`config.mk`:
```
export PLATFORM = sky130hd
export DESIGN_NAME = tqvp_snes_controller_emulator_flat
export DESIGN_NICKNAME = d
export VERILOG_FILES = /design/src/rtl/tqvp_snes_controller_emulator_if.sv /design/src/rtl/tqvp_snes_controller_emulator.sv /design/src/flat_wrapper.sv
export SDC_FILE = /design/constraint.sdc
export NUM_CORES = 1
export LEC_CHECK = 0
export CORE_MARGIN = 1.5
export CORE_UTILIZATION = 59
export DETAILED_ROUTE_END_ITERATION = 10
export GPL_TIMING_DRIVEN = 0
export HOLD_SLACK_MARGIN = 0.12
export PLACE_DENSITY = 0.82
export RECOVER_POWER = 25
export SLEW_MARGIN = 0
export SYNTH_ARGS = -nofsm -noshare
export SYNTH_HDL_FRONTEND = slang
export SYNTH_SLANG_ARGS = --single-unit
```
`constraint.sdc`:
```
create_clock -name clk -period 5.2 [get_ports clk]
set_input_delay 0.78 -clock clk [delete_from_list [all_inputs] [get_ports clk]]
set_output_delay 0.78 -clock clk [all_outputs]
set_load 0.01 [all_outputs]
```
`src/rtl/tqvp_snes_controller_emulator_if.sv`:
```
// Register bus and PMOD pins of the SNES/NES pad emulator peripheral.
`timescale 1ns/1ps

interface tqvp_snes_controller_emulator_if;
    logic [7:0] ui_in;
    logic [7:0] uo_out;
    logic [3:0] address;
    logic       data_write;
    logic [7:0] data_in;
    logic [7:0] data_out;

    modport master (
        output ui_in,
        output address,
        output data_write,
        output data_in,
        input  uo_out,
        input  data_out
    );

    modport slave (
        input  ui_in,
        input  address,
        input  data_write,
        input  data_in,
        output uo_out,
        output data_out
    );
endinterface

```
`src/rtl/tqvp_snes_controller_emulator.sv`:
```
// Controller-side NES/SNES serial pad: shifts CPU-programmed buttons out on latch/clock.
// Optional shift-stall timeout enabled by defining TQVP_SNES_EMU_TIMEOUT_EN.
`timescale 1ns/1ps

module tqvp_snes_controller_emulator (
    input  logic clk,
    input  logic rst_n,
    tqvp_snes_controller_emulator_if.slave bus
);
    localparam logic [1:0] ST_IDLE  = 2'd0;
    localparam logic [1:0] ST_LOAD  = 2'd1;
    localparam logic [1:0] ST_SHIFT = 2'd2;
    localparam logic [1:0] ST_DONE  = 2'd3;

    // Wire-level frame, bit 0 goes out first; pressed buttons drive 0.
    function automatic logic [15:0] build_frame(input logic snes, input logic [7:0] btn,
                                                input logic [3:0] xbtn);
        logic [15:0] f;
        if (snes) begin
            f = {4'hF, ~xbtn[0], ~xbtn[1], ~xbtn[3], ~btn[7],
                 ~btn[0], ~btn[1], ~btn[2], ~btn[3], ~btn[4], ~btn[5], ~xbtn[2], ~btn[6]};
        end else begin
            f = {8'h00, ~btn[0], ~btn[1], ~btn[2], ~btn[3], ~btn[4], ~btn[5], ~btn[6], ~btn[7]};
        end
        return f;
    endfunction

    logic        mode_r;
    logic        en_r;
    logic [7:0]  btn_r;
    logic [3:0]  xbtn_r;
    logic [7:0]  polls_r;
    logic        latch_d_r;
    logic        pclk_d_r;
    logic [1:0]  state_r;
    logic [4:0]  idx_r;
    logic [15:0] shift_r;
    logic        snes_r;
    logic        data_r;

    logic        latch_s;
    logic        latch_rise_s;
    logic        latch_fall_s;
    logic        pclk_rise_s;
    logic        wr_ctrl_s;
    logic        wr_btn_s;
    logic        wr_xbtn_s;
    logic        wr_polls_s;
    logic        en_nxt_s;
    logic [15:0] frame_s;
    logic [4:0]  idx_inc_s;
    logic        last_s;
    logic        timeout_hit_s;
    logic        timeout_flag_s;
    logic [1:0]  state_nxt_s;
    logic [4:0]  idx_nxt_s;
    logic [15:0] shift_nxt_s;
    logic        snes_nxt_s;
    logic        poll_inc_s;
    logic        data_nxt_s;
    logic        unused_ok_s;

    assign latch_s      = bus.ui_in[5];
    assign latch_rise_s = latch_s & ~latch_d_r;
    assign latch_fall_s = ~latch_s & latch_d_r;
    assign pclk_rise_s  = bus.ui_in[6] & ~pclk_d_r;
    assign unused_ok_s  = ^{bus.ui_in[7], bus.ui_in[4:0]};

    assign wr_ctrl_s  = bus.data_write && (bus.address == 4'h0);
    assign wr_btn_s   = bus.data_write && (bus.address == 4'h1);
    assign wr_xbtn_s  = bus.data_write && (bus.address == 4'h2);
    assign wr_polls_s = bus.data_write && (bus.address == 4'h3);
    assign en_nxt_s   = wr_ctrl_s ? bus.data_in[1] : en_r;

    assign frame_s   = build_frame(mode_r, btn_r, xbtn_r);
    assign idx_inc_s = idx_r + 5'd1;
    assign last_s    = snes_r ? (idx_inc_s == 5'd16) : (idx_inc_s == 5'd8);

`ifdef TQVP_SNES_EMU_TIMEOUT_EN
    logic [15:0] to_cnt_r;
    logic        timeout_r;

    assign timeout_hit_s  = en_r && (state_r == ST_SHIFT) && !latch_rise_s && !pclk_rise_s
                            && (to_cnt_r == 16'hFFFF);
    assign timeout_flag_s = timeout_r;

    // Stall counter since the last console clock edge, plus sticky timeout flag.
    always_ff @(posedge clk or negedge rst_n) begin
        if (!rst_n) begin
            to_cnt_r  <= 16'h0000;
            timeout_r <= 1'b0;
        end else begin
            if ((state_r != ST_SHIFT) || pclk_rise_s) begin
                to_cnt_r <= 16'h0000;
            end else if (to_cnt_r != 16'hFFFF) begin
                to_cnt_r <= to_cnt_r + 16'd1;
            end else begin
                to_cnt_r <= to_cnt_r;
            end
            if (wr_ctrl_s) begin
                timeout_r <= 1'b0;
            end else if (timeout_hit_s) begin
                timeout_r <= 1'b1;
            end else begin
                timeout_r <= timeout_r;
            end
        end
    end
`else
    assign timeout_hit_s  = 1'b0;
    assign timeout_flag_s = 1'b0;
`endif

    // Frame sequencing; a latch rise restarts the frame from any state.
    always_comb begin
        state_nxt_s = state_r;
        idx_nxt_s   = idx_r;
        shift_nxt_s = shift_r;
        snes_nxt_s  = snes_r;
        poll_inc_s  = 1'b0;
        if (!en_r) begin
            state_nxt_s = ST_IDLE;
            idx_nxt_s   = 5'd0;
        end else if (latch_rise_s) begin
            state_nxt_s = ST_LOAD;
            idx_nxt_s   = 5'd0;
            shift_nxt_s = frame_s;
            snes_nxt_s  = mode_r;
        end else begin
            case (state_r)
                ST_IDLE, ST_DONE: begin
                    if (latch_s) begin
                        state_nxt_s = ST_LOAD;
                        idx_nxt_s   = 5'd0;
                        shift_nxt_s = frame_s;
                        snes_nxt_s  = mode_r;
                    end else begin
                        state_nxt_s = state_r;
                    end
                end
                ST_LOAD: begin
                    shift_nxt_s = frame_s;
                    snes_nxt_s  = mode_r;
                    if (latch_fall_s) begin
                        state_nxt_s = ST_SHIFT;
                        idx_nxt_s   = 5'd0;
                        poll_inc_s  = 1'b1;
                    end else begin
                        state_nxt_s = ST_LOAD;
                    end
                end
                ST_SHIFT: begin
                    if (timeout_hit_s) begin
                        state_nxt_s = ST_IDLE;
                        idx_nxt_s   = 5'd0;
                    end else if (pclk_rise_s) begin
                        idx_nxt_s   = idx_inc_s;
                        shift_nxt_s = {1'b0, shift_r[15:1]};
                        state_nxt_s = last_s ? ST_DONE : ST_SHIFT;
                    end else begin
                        state_nxt_s = ST_SHIFT;
                    end
                end
                default: begin
                    state_nxt_s = ST_IDLE;
                    idx_nxt_s   = 5'd0;
                end
            endcase
        end
    end

    // Next data-line level; disabling takes effect on the same edge as the CTRL write.
    always_comb begin
        data_nxt_s = 1'b0;
        if (!en_nxt_s) begin
            data_nxt_s = 1'b1;
        end else begin
            case (state_r)
                ST_LOAD, ST_SHIFT: data_nxt_s = shift_r[0];
                default:           data_nxt_s = 1'b0;
            endcase
        end
    end

    // CPU-visible registers.
    always_ff @(posedge clk or negedge rst_n) begin
        if (!rst_n) begin
            mode_r  <= 1'b0;
            en_r    <= 1'b0;
            btn_r   <= 8'h00;
            xbtn_r  <= 4'h0;
            polls_r <= 8'h00;
        end else begin
            if (wr_ctrl_s) begin
                mode_r <= bus.data_in[0];
                en_r   <= bus.data_in[1];
            end else begin
                mode_r <= mode_r;
                en_r   <= en_r;
            end
            btn_r  <= wr_btn_s  ? bus.data_in      : btn_r;
            xbtn_r <= wr_xbtn_s ? bus.data_in[3:0] : xbtn_r;
            if (wr_polls_s) begin
                polls_r <= 8'h00;
            end else if (poll_inc_s) begin
                polls_r <= polls_r + 8'd1;
            end else begin
                polls_r <= polls_r;
            end
        end
    end

    // Pin edge history, protocol state and the registered data line.
    always_ff @(posedge clk or negedge rst_n) begin
        if (!rst_n) begin
            latch_d_r <= 1'b0;
            pclk_d_r  <= 1'b0;
            state_r   <= ST_IDLE;
            idx_r     <= 5'd0;
            shift_r   <= 16'h0000;
            snes_r    <= 1'b0;
            data_r    <= 1'b1;
        end else begin
            latch_d_r <= latch_s;
            pclk_d_r  <= bus.ui_in[6];
            state_r   <= state_nxt_s;
            idx_r     <= idx_nxt_s;
            shift_r   <= shift_nxt_s;
            snes_r    <= snes_nxt_s;
            data_r    <= data_nxt_s;
        end
    end

    // Register read mux.
    always_comb begin
        bus.data_out = 8'h00;
        case (bus.address)
            4'h0:    bus.data_out = {5'b00000, timeout_flag_s, en_r, mode_r};
            4'h1:    bus.data_out = btn_r;
            4'h2:    bus.data_out = {4'h0, xbtn_r};
            4'h3:    bus.data_out = polls_r;
            default: bus.data_out = 8'h00;
        endcase
    end

    assign bus.uo_out = {6'b000000, data_r, 1'b0};

endmodule

```
`src/flat_wrapper.sv`:
```
// flat-port wrapper written by rule: the top's interface ports become plain ports
module tqvp_snes_controller_emulator_flat 
  (clk, rst_n, bus_ui_in, bus_address, bus_data_write, bus_data_in, bus_uo_out, bus_data_out);
  tqvp_snes_controller_emulator_if bus_i ();
  input  logic clk;
  input  logic rst_n;
  input wire logic [$bits(bus_i.ui_in)-1:0] bus_ui_in;
  input wire logic [$bits(bus_i.address)-1:0] bus_address;
  input wire logic [$bits(bus_i.data_write)-1:0] bus_data_write;
  input wire logic [$bits(bus_i.data_in)-1:0] bus_data_in;
  output wire logic [$bits(bus_i.uo_out)-1:0] bus_uo_out;
  output wire logic [$bits(bus_i.data_out)-1:0] bus_data_out;
  assign bus_i.ui_in = bus_ui_in;
  assign bus_i.address = bus_address;
  assign bus_i.data_write = bus_data_write;
  assign bus_i.data_in = bus_data_in;
  assign bus_uo_out = bus_i.uo_out;
  assign bus_data_out = bus_i.data_out;
  tqvp_snes_controller_emulator u_core (.clk(clk), .rst_n(rst_n), .bus(bus_i));
endmodule
```
==> flow_summary.json, run 1 <==
{
  "routedWlPerCell_um": 16.1,
  "dp_hpwl_um": 4270,
  "cts_buffers": 5,
  "rsz0062_at_grt": "no",
  "power_density_mw_per_mm2": 345,
  "relSlewSlack_pct": -17.0,
  "via_per_inst": 5.76,
  "routabilityCongestion": 0.801,
  "insertedDiodeCount": 0,
  "synthArstFlopShare_pct": 100,
  "postSynthCellCount": 269,
  "final-setup-viol-count": 0,
  "drive_above_1_share_pct": 18.2,
  "finalSetupTns_ns": 0,
  "grt_use_met2_pct": 39.4,
  "ys_seq_area_share_pct": 44.9,
  "grt_max_degree": 33,
  "drv_cap": 1,
  "cts_root_buf": "clkbuf_8",
  "grt_overflow": 0,
  "path_cells": "clkdlybuf4s50_1 -> buf_2 -> mux4_2 -> and2_1 -> clkdlybuf4s50_1",
  "outcome": "finished, violations left",
  "finalCriticalPeriod_ns": 3.28,
  "die_h_um": 71.0,
  "area_growth_pct": 15.1,
  "worstSetupStartpointType": "input pin",
  "synth_cell_types": 48,
  "die_w_um": 71.0,
  "start_util_pct": 61.9,
  "fill_cells": 344,
  "power.leakage_nw": 1.38,
  "crit_family": "buffers and inverters",
  "ys.warnings.count": 0,
  "postSynthAreaPerCell_um2": 10.2,
  "cp_max_fo": 10,
  "min_path_type": "reg2reg",
  "finalClockSkew_ns": 0.00615,
  "required_ns": 4.42,
  "power.total_mw": 1.09,
  "synth_area_mm2": 0.00273,
  "ant_nets": 0,
  "grt_use_total_pct": 24.8,
  "die_area_mm2": 0.00505,
  "cp_num_buf_inv": 3,
  "synth_edf_count": 0,
  "max_stage_delay_ns": 0.49,
  "ios": 39,
  "antenna_found_initial": 0,
  "drc": 0,
  "ir_drop_v": 0.000239,
  "num_rows": 24,
  "hold_viol_final": 0,
  "clk_pin_slew_ns": 0.09,
  "clock_sinks": 49,
  "io_buffers": 24,
  "clock.fmax_mhz": 305,
  "violations": "max-capacitance violations, max-slew violations",
  "met1_usage_pct": 35.2,
  "crit_slowest_cell": "clkdlybuf4s50_1",
  "ctsHoldBuffers": 0,
  "slew_viol_final": 33,
  "ys.flop_type": "dfrtp_1",
  "wl_um": 5780,
  "min_period_over_period_pct": 63.1,
  "grtUsageMet3_pct": 4.42,
  "clockBufferDepth": 2,
  "grt_pass1_vias": 2090,
  "path_class": "in2out",
  "vias": 2068,
  "drt_iter0_drc": 170,
  "post_cts_buffers": 0,
  "busiest_layer": "met2",
  "arrival_ns": 2.50,
  "cts-resized-gates": 0,
  "h-tree-depth": 2,
  "layout.nets": 335,
  "ys_ff_latch": 49,
  "end_kind": "output port",
  "first_pass_iters": 4,
  "cts_tree": "yes",
  "grt_pass1_wl_um": 9810,
  "clk_latency_ns": 0.30,
  "pre_cts_slack_ns": 1.92,
  "worst_slack_ns": 1.92,
  "crit_top_cell": "clkdlybuf4s50_1",
  "core_area_mm2": 0.00441,
  "worst_pin_slew_ns": 1.75
}
cells in the mapped netlist (all sizes together) (6+ instances only):
master / n / area (um^2)
mux2i: 9 / 90.1
nor2: 22 / 90.1
buf: 17 / 105
xnor2: 7 / 61.3
a21oi: 21 / 105
mux2: 18 / 203
nand2: 26 / 97.6
o21ai: 15 / 75.1
and2: 6 / 37.5
nor3: 6 / 30.0
o22ai: 6 / 37.5
inv: 8 / 30.0
nand3: 7 / 35.0
dfrtp: 48 / 1200
nand2b: 8 / 52.6
layout make-up:
| class | count | area (um^2) | share of cell area, % |
|---|---|---|---|
| clock buffer | 7 | 86.3 | 2.75 |
| sequential | 49 | 1230 | 39.1 |
| tap | 52 | 65.1 | 2.07 |
| multi-input combinational | 199 | 1380 | 44.0 |
| buffer | 19 | 113 | 3.58 |
| inverter | 8 | 30.0 | 0.955 |
| timing repair buffer | 25 | 238 | 7.56 |
kinds of logic after synthesis:
logic type / after synthesis / synth area share (%)
xor gates and xnor gates: 8 / 2.57
buffers and inverters: 27 / 5.22
other: 1 / 0.137
AOI/OAI and AO/OA: 60 / 14.9
muxes: 29 / 12.4
DFF: 49 / 44.9
and+or+nand+nor: 90 / 17.6
adders and majority gates: 5 / 2.29
report_power, final:
part           switching [mW]  total, mW  internal [mW]
clock                   0.123      0.229          0.106
combinational           0.152      0.301          0.149
sequential             0.0726      0.556          0.484
per-stage QoR:
step / std cells / area, um^2 / util, % / hold slack, ns
after detailed placement: 352 / 3070 / 69.6 / 0.471
after floorplan: 275 / 2750 / - / 0.448
final: 359 / 3140 / 71.2 / 0.487
after global routing: 359 / 3140 / 71.2 / 0.523
after global placement: 351 / 3060 / 69.3 / 0.463
after CTS: 359 / 3160 / 71.6 / 0.415
registers in the layout (all words and copies together), names as in the netlist:
register / count
u_core.idx_r: 5
u_core.snes_r: 1
u_core.mode_r: 1
u_core.state_r: 2
u_core.xbtn_r: 4
u_core.polls_r: 8
u_core.pclk_d_r: 1
u_core.data_r: 1
u_core.btn_r: 8
u_core.latch_d_r: 1
u_core.shift_r: 16
u_core.en_r: 1
layout by cell type (no fill, tap or decap), types with 6 or more instances in the layout:
cell type	count
nand2b_1	7
buf_2	9
nand2_1	26
clkbuf_8	6
nor2_1	21
nor3_1	6
a21oi_1	21
nand3_1	7
o21ai_0	12
mux2i_1	9
conb_1	7
mux2_2	18
inv_1	8
xnor2_1	7
o22ai_1	6
clkdlybuf4s50_1	23
buf_4	8
dfrtp_1	48
layer usage:
metal  routed length, um  part of all wire [%]
met2                2710                    47
met3                 320                   5.5
met1                2680                    46
met4                  66                   1.1
met5                   0                     0
worst reg2reg max path: stages, from the launching register on:
cell	delay [ns]
dfrtp_1	0.41
inv_1	0.07
ha_1	0.13
buf_2	0.20
inv_1	0.13
o311ai_4	0.39
buf_2	0.29
nand2_1	0.08
o21ai_0	0.08
path summary, 6_finish.rpt:
check	start	endpoint	slack, ns	cells after the start
max	bus_address[1]	bus_data_out[0]	1.92	5
min	u_core.shift_r[8]	u_core.shift_r[8]	0.49	2
max reg2reg	u_core.state_r[0]	u_core.shift_r[0]	3.33	8
min reg2reg	u_core.shift_r[8]	u_core.shift_r[8]	0.49	2
max in group asynchronous	rst_n	u_core.btn_r[0]	2.49	2
min in group asynchronous	rst_n	u_core.idx_r[0]	0.58	1
Note: power is estimated with default switching activity, not from simulation.
==> run 2, diff against run 1 <==
--- a/config.mk
+++ b/config.mk
@@ -6,11 +6,11 @@
 export NUM_CORES = 1
 export LEC_CHECK = 0
 export CORE_MARGIN = 1.5
-export CORE_UTILIZATION = 59
+export CORE_UTILIZATION = 54
 export DETAILED_ROUTE_END_ITERATION = 10
 export GPL_TIMING_DRIVEN = 0
 export HOLD_SLACK_MARGIN = 0.12
-export PLACE_DENSITY = 0.82
+export PLACE_DENSITY = 0.76
 export RECOVER_POWER = 25
 export SLEW_MARGIN = 0
 export SYNTH_ARGS = -nofsm -noshare
==> constraint.sdc (replaced) <==
create_clock -name clk -period 3.09 [get_ports clk]
set_input_delay 0.4635 -clock clk [delete_from_list [all_inputs] [get_ports clk]]
set_output_delay 0.4635 -clock clk [all_outputs]
set_load 0.01 [all_outputs]
==> run 2 against run 1 <==
Non-clock buffer count rose by 1; register-to-register slack worse by 2.2 ns; largest cell class unchanged; first-iteration DRC count shrank 11%; routed wire length down 0.69%; sequential power increased by 69%; clock power is 92% higher; core utilization is 4.5 points lower; the flow now finishes without violations; via count up 0.34%.
==> flow_summary.json, run 2 (synthesis gave the netlist of run 1 again) <==
{
  "outcome": "finished clean",
  "required_ns": 2.63,
  "ios": 39,
  "ant_nets": 0,
  "fill_cells": 388,
  "cts-resized-gates": 0,
  "vias": 2075,
  "start_util_pct": 57.1,
  "layout.nets": 336,
  "drv_cap": 0,
  "grt_max_degree": 34,
  "cp_max_fo": 10,
  "hold_viol_final": 0,
  "first_pass_iters": 5,
  "cts_tree": "yes",
  "io_buffers": 24,
  "die_h_um": 74.1,
  "crit_top_cell": "clkdlybuf4s50_1",
  "final_cell_mix": "dfrtp_1, nand2_1, nor2_1, a21oi_1, clkdlybuf4s50_1",
  "finalClockSkew_ns": 0.00426,
  "cts_buffers": 5,
  "power.leakage_nw": 1.39,
  "num_rows": 25,
  "core_area_mm2": 0.00479,
  "die_w_um": 74.1,
  "min_from": "u_core.shift_r[9]",
  "post_cts_buffers": 0,
  "drc": 0,
  "min_path_cells": 2,
  "r2r-end": "u_core.idx_r[2]",
  "drive_above_1_share_pct": 18.8,
  "wl_um": 5740,
  "rsz0062_at_grt": "no",
  "grt_pass1_wl_um": 9610,
  "worst_pin_slew_ns": 0.906,
  "reg_top3": "u_core.shift_r x16, u_core.btn_r x8, u_core.polls_r x8",
  "final-setup-viol-count": 0,
  "via_per_inst": 5.53,
  "post-route-util_pct": 66.7,
  "path_cells": "clkdlybuf4s50_1 -> buf_2 -> mux4_2 -> and2_1 -> clkdlybuf4s50_1",
  "clock_sinks": 49,
  "finalCriticalPeriod_ns": 2.69,
  "insertedDiodeCount": 0,
  "clk_latency_ns": 0.30,
  "largest_register_ffs": 16,
  "clock.fmax_mhz": 372,
  "routedWlPerCell_um": 15.3,
  "routabilityCongestion": 0.795,
  "relSlewSlack_pct": 39.6,
  "min_period_over_period_pct": 87.1,
  "top_register": "u_core.shift_r",
  "die_area_mm2": 0.00549,
  "worst_hold_path.endpoint": "u_core.shift_r[9]",
  "cts_root_buf": "clkbuf_8",
  "grt_overflow": 0,
  "ir_drop_v": 0.000369,
  "slew_viol_final": 0,
  "dp_hpwl_um": 4270,
  "max_stage_delay_ns": 0.51,
  "worstSetupStartpointType": "input pin",
  "final_common_cell": "dfrtp_1",
  "clk_pin_slew_ns": 0.09,
  "clockBufferDepth": 2,
  "path_class": "in2out",
  "crit_slowest_cell": "clkdlybuf4s50_1",
  "drt_iter0_drc": 151,
  "power_density_mw_per_mm2": 592,
  "arrival_ns": 2.23,
  "h-tree-depth": 2,
  "r2r_cells": 6,
  "finalSetupTns_ns": 0,
  "hold_slack_ns": 0.496,
  "area_growth_pct": 16.8,
  "end_kind": "output port",
  "antenna_found_initial": 0,
  "grt_pass1_vias": 2001,
  "grt_use_total_pct": 23.0,
  "min_path_type": "reg2reg",
  "timing.rr.start": "u_core.state_r[0]",
  "ff2ff_setup_slack_ns": 1.17
}
-- run 2: changes by cell type in the layout (fill, tap and decap cells not counted) --
cell and change:
dlygate4sd3_1 +3, clkbuf_8 -1, clkdlybuf4s50_1 -2, clkinv_2 +1, clkbuf_2 +1, bufinv_16 +1, clkbuf_1 -2
-- run 2: timing repair --
action | 4_1_cts | 5_1_grt
setup endpoints to repair | 0 | 0
hold buffers | 1 | 0
endpoints found under the hold margin | 16 | 0
-- run 2: worst max path at each step --
stage / startpoint / endpoint / slack, ns / cells past startpoint
floorplan: bus_address[0] / bus_data_out[0] / 1.30 / 3
global placement: rst_n / u_core.polls_r[7] / 0.13 / 1
detailed placement: bus_address[1] / bus_data_out[1] / 0.43 / 5
CTS: bus_address[1] / bus_data_out[1] / 0.42 / 5
global route: bus_address[1] / bus_data_out[1] / 0.36 / 5
finish: bus_address[1] / bus_data_out[1] / 0.40 / 5
-- run 2: where the power goes --
part / switching [mW] / internal [mW] / leakage [nW] / total, mW
registers: 0.126 / 0.814 / 0.621 / 0.939
clock network: 0.205 / 0.235 / 0.0540 / 0.440
logic: 0.258 / 0.251 / 0.720 / 0.509
total: 0.588 / 1.30 / 1.39 / 1.89
-- run 2: area by class of cell --
class,instances,area (um^2),share of cell area [%]
repair buffers,26,249,7.80
clock buffers,5,68.8,2.16
clock inverters,2,35.0,1.10
plain buffers,19,113,3.53
well taps,67,83.8,2.63
flip-flops and latches,49,1230,38.5
inverters,8,30.0,0.941
multi-input cells,199,1380,43.4
-- run 2: per-layer routing --
layer | wire (um) | part of all wire, % | GRT usage, %
met1 | 2740 | 48 | 32.6
met2 | 2730 | 48 | 36.0
met3 | 192 | 3.3 | 4.34
met4 | 72 | 1.3 | 7.20
met5 | 0 | 0 | 0
-- run 2: critical path, delay by kind of cell --
family                 cells  cell delay [ns]
buffers and inverters      3             1.24
muxes                      1             0.34
and+or+nand+nor            1             0.18
-- run 2: stage by stage --
stage / instance area (um^2) / total power, mW / worst slack (ns) / cells
2_1_floorplan: 2750 / 1.29 / 1.30 / 275
3_3_place_gp: 3080 / 1.43 / 0.134 / 366
3_5_place_dp: 3090 / 1.46 / 0.429 / 367
4_1_cts: 3210 / 1.90 / 0.418 / 375
5_1_grt: 3190 / 2.00 / 0.361 / 375
6_report: 3190 / 1.89 / 0.399 / 375
==> RTL change (flow settings as in run 2) <==
`shift_r` no longer has a reset.
--- a/src/rtl/tqvp_snes_controller_emulator.sv
+++ b/src/rtl/tqvp_snes_controller_emulator.sv
@@ -219,3 +219,2 @@
             idx_r     <= 5'd0;
-            shift_r   <= 16'h0000;
             snes_r    <= 1'b0;
@@ -227,3 +226,2 @@
             idx_r     <= idx_nxt_s;
-            shift_r   <= shift_nxt_s;
             snes_r    <= snes_nxt_s;
@@ -231,2 +229,6 @@
         end
+    end
+
+    always_ff @(posedge clk) begin
+        shift_r <= shift_nxt_s;
     end
Check against the original RTL: no difference found for any inputs over 10 cycles, from zero or initial values and one cycle with rst_n low; that may be too few to reach the edited logic, so the function may still have changed.
==> RTL change against run 2 <==
The run now ends with max-capacitance violations, max-slew violations left; synthesized cell count fell by 8.9%; clock skew rose by 0.0051 ns; wire length fell by 9.3%; total power fell by 14%; non-clock buffer count fell by 5; cell area fell by 2.8%; sequential cell count did not move; count of clock-buffer cells in the layout did not move; synthesized area fell by 2.4%; setup slack improved by 0.028 ns; maximum frequency rose by 1.1%; largest cell class is now flip-flops and latches.
==> RTL change: results (changes against run 2) <==
- The average instance area after synthesis was 10.9 um^2 (was 10.2 um^2).
- The share of the synthesized area in compound gates (AO/OA/AOI/OAI) is 0.107 (was 0.149).
- The iteration-0 DRC count of the detailed router is 105 (was 151).
- The detail-routed via count per cell came to 5.33 (was 5.53).
- The fraction of synthesized area in multiplexers is 0.121 (was 0.124).
- The proportion of synthesized flip-flops having asynchronous set or reset came to 0.673 (was 1.00).
- Most numerous cell types in the synthesized netlist: 32 x dfrtp_1, 29 x nand2_1, 28 x nor2_1 (was 48 x dfrtp_1, 26 x nand2_1, 21 x a21oi_1, 21 x nor2_1, 18 x mux2_2).
- The final reports fail on max-capacitance violations, max-slew violations.
- The routed length on met1 is 2450 um (was 2740 um).
- The overall routing resource usage was 0.215 (was 0.230).
- The number of synthesized flops with an enable pin was 16 (was 0).
- The count of multi-input combinational gates is 176 (was 199).
- The total area of sequential cells was 0.00131 mm^2 (was 0.00123 mm^2).
- The combinational-cell power consumption was 0.365 mW (was 0.509 mW).
- The placed cell area is 0.00301 mm^2 (was 0.00309 mm^2).
- The post-layout net count is 310 (was 336).
- Result of the run: finished, violations left (was finished clean).
- The power density over the cells is 524 mW/mm^2 (was 592 mW/mm^2).
- The arrival time at the worst endpoint was 2.20 ns (was 2.23 ns).
- The xor and xnor fraction of the mapped netlist area was 0.0230 (was 0.0257).
- The worst slew margin relative to its limit is -0.190 (was 0.396).
- The count of non-CTS buffers in the layout is 40 (was 45).
- The number of pins with negative max-slew slack in the final report is 34 (was 0).
- The total leakage power is 1.29 nW (was 1.39 nW).
- The half-perimeter wire length of the detailed placement result is 3870 um (was 4270 um).
- The met2 wire length is 2530 um (was 2730 um).
- The number of cells in the finished layout apart from fillers came to 350 (was 375).
- The number of violations of the max-capacitance limit was 1 (was 0).
## RTL change: logic make-up (layout without fill, tap and decap cells)
group,count (synthesis),after routing
compound gates,36,36
xor+xnor,7,7
fa+ha+maj,5,5
buf+inv,26,58
flops,49,49
mux,27,27
other cells,1,7
simple gates,94,94
## RTL change: critical path: stages
cell	delay, ns
clkdlybuf4s50_1	0.48
buf_2	0.26
mux4_2	0.34
and2_1	0.18
clkdlybuf4s50_1	0.47
## RTL change: final timing paths
kind,end,slack [ns],cells after the start,start
worst max register to register,u_core.shift_r[6],0.78,6,u_core.state_r[0]
worst min register to register,u_core.shift_r[14],0.53,2,u_core.shift_r[15]
max in group asynchronous,u_core.btn_r[6],1.43,1,rst_n
worst max-delay path,bus_data_out[0],0.43,5,bus_address[1]
min in group asynchronous,u_core.idx_r[2],0.63,1,rst_n
worst min-delay path,u_core.shift_r[14],0.53,2,u_core.shift_r[15]
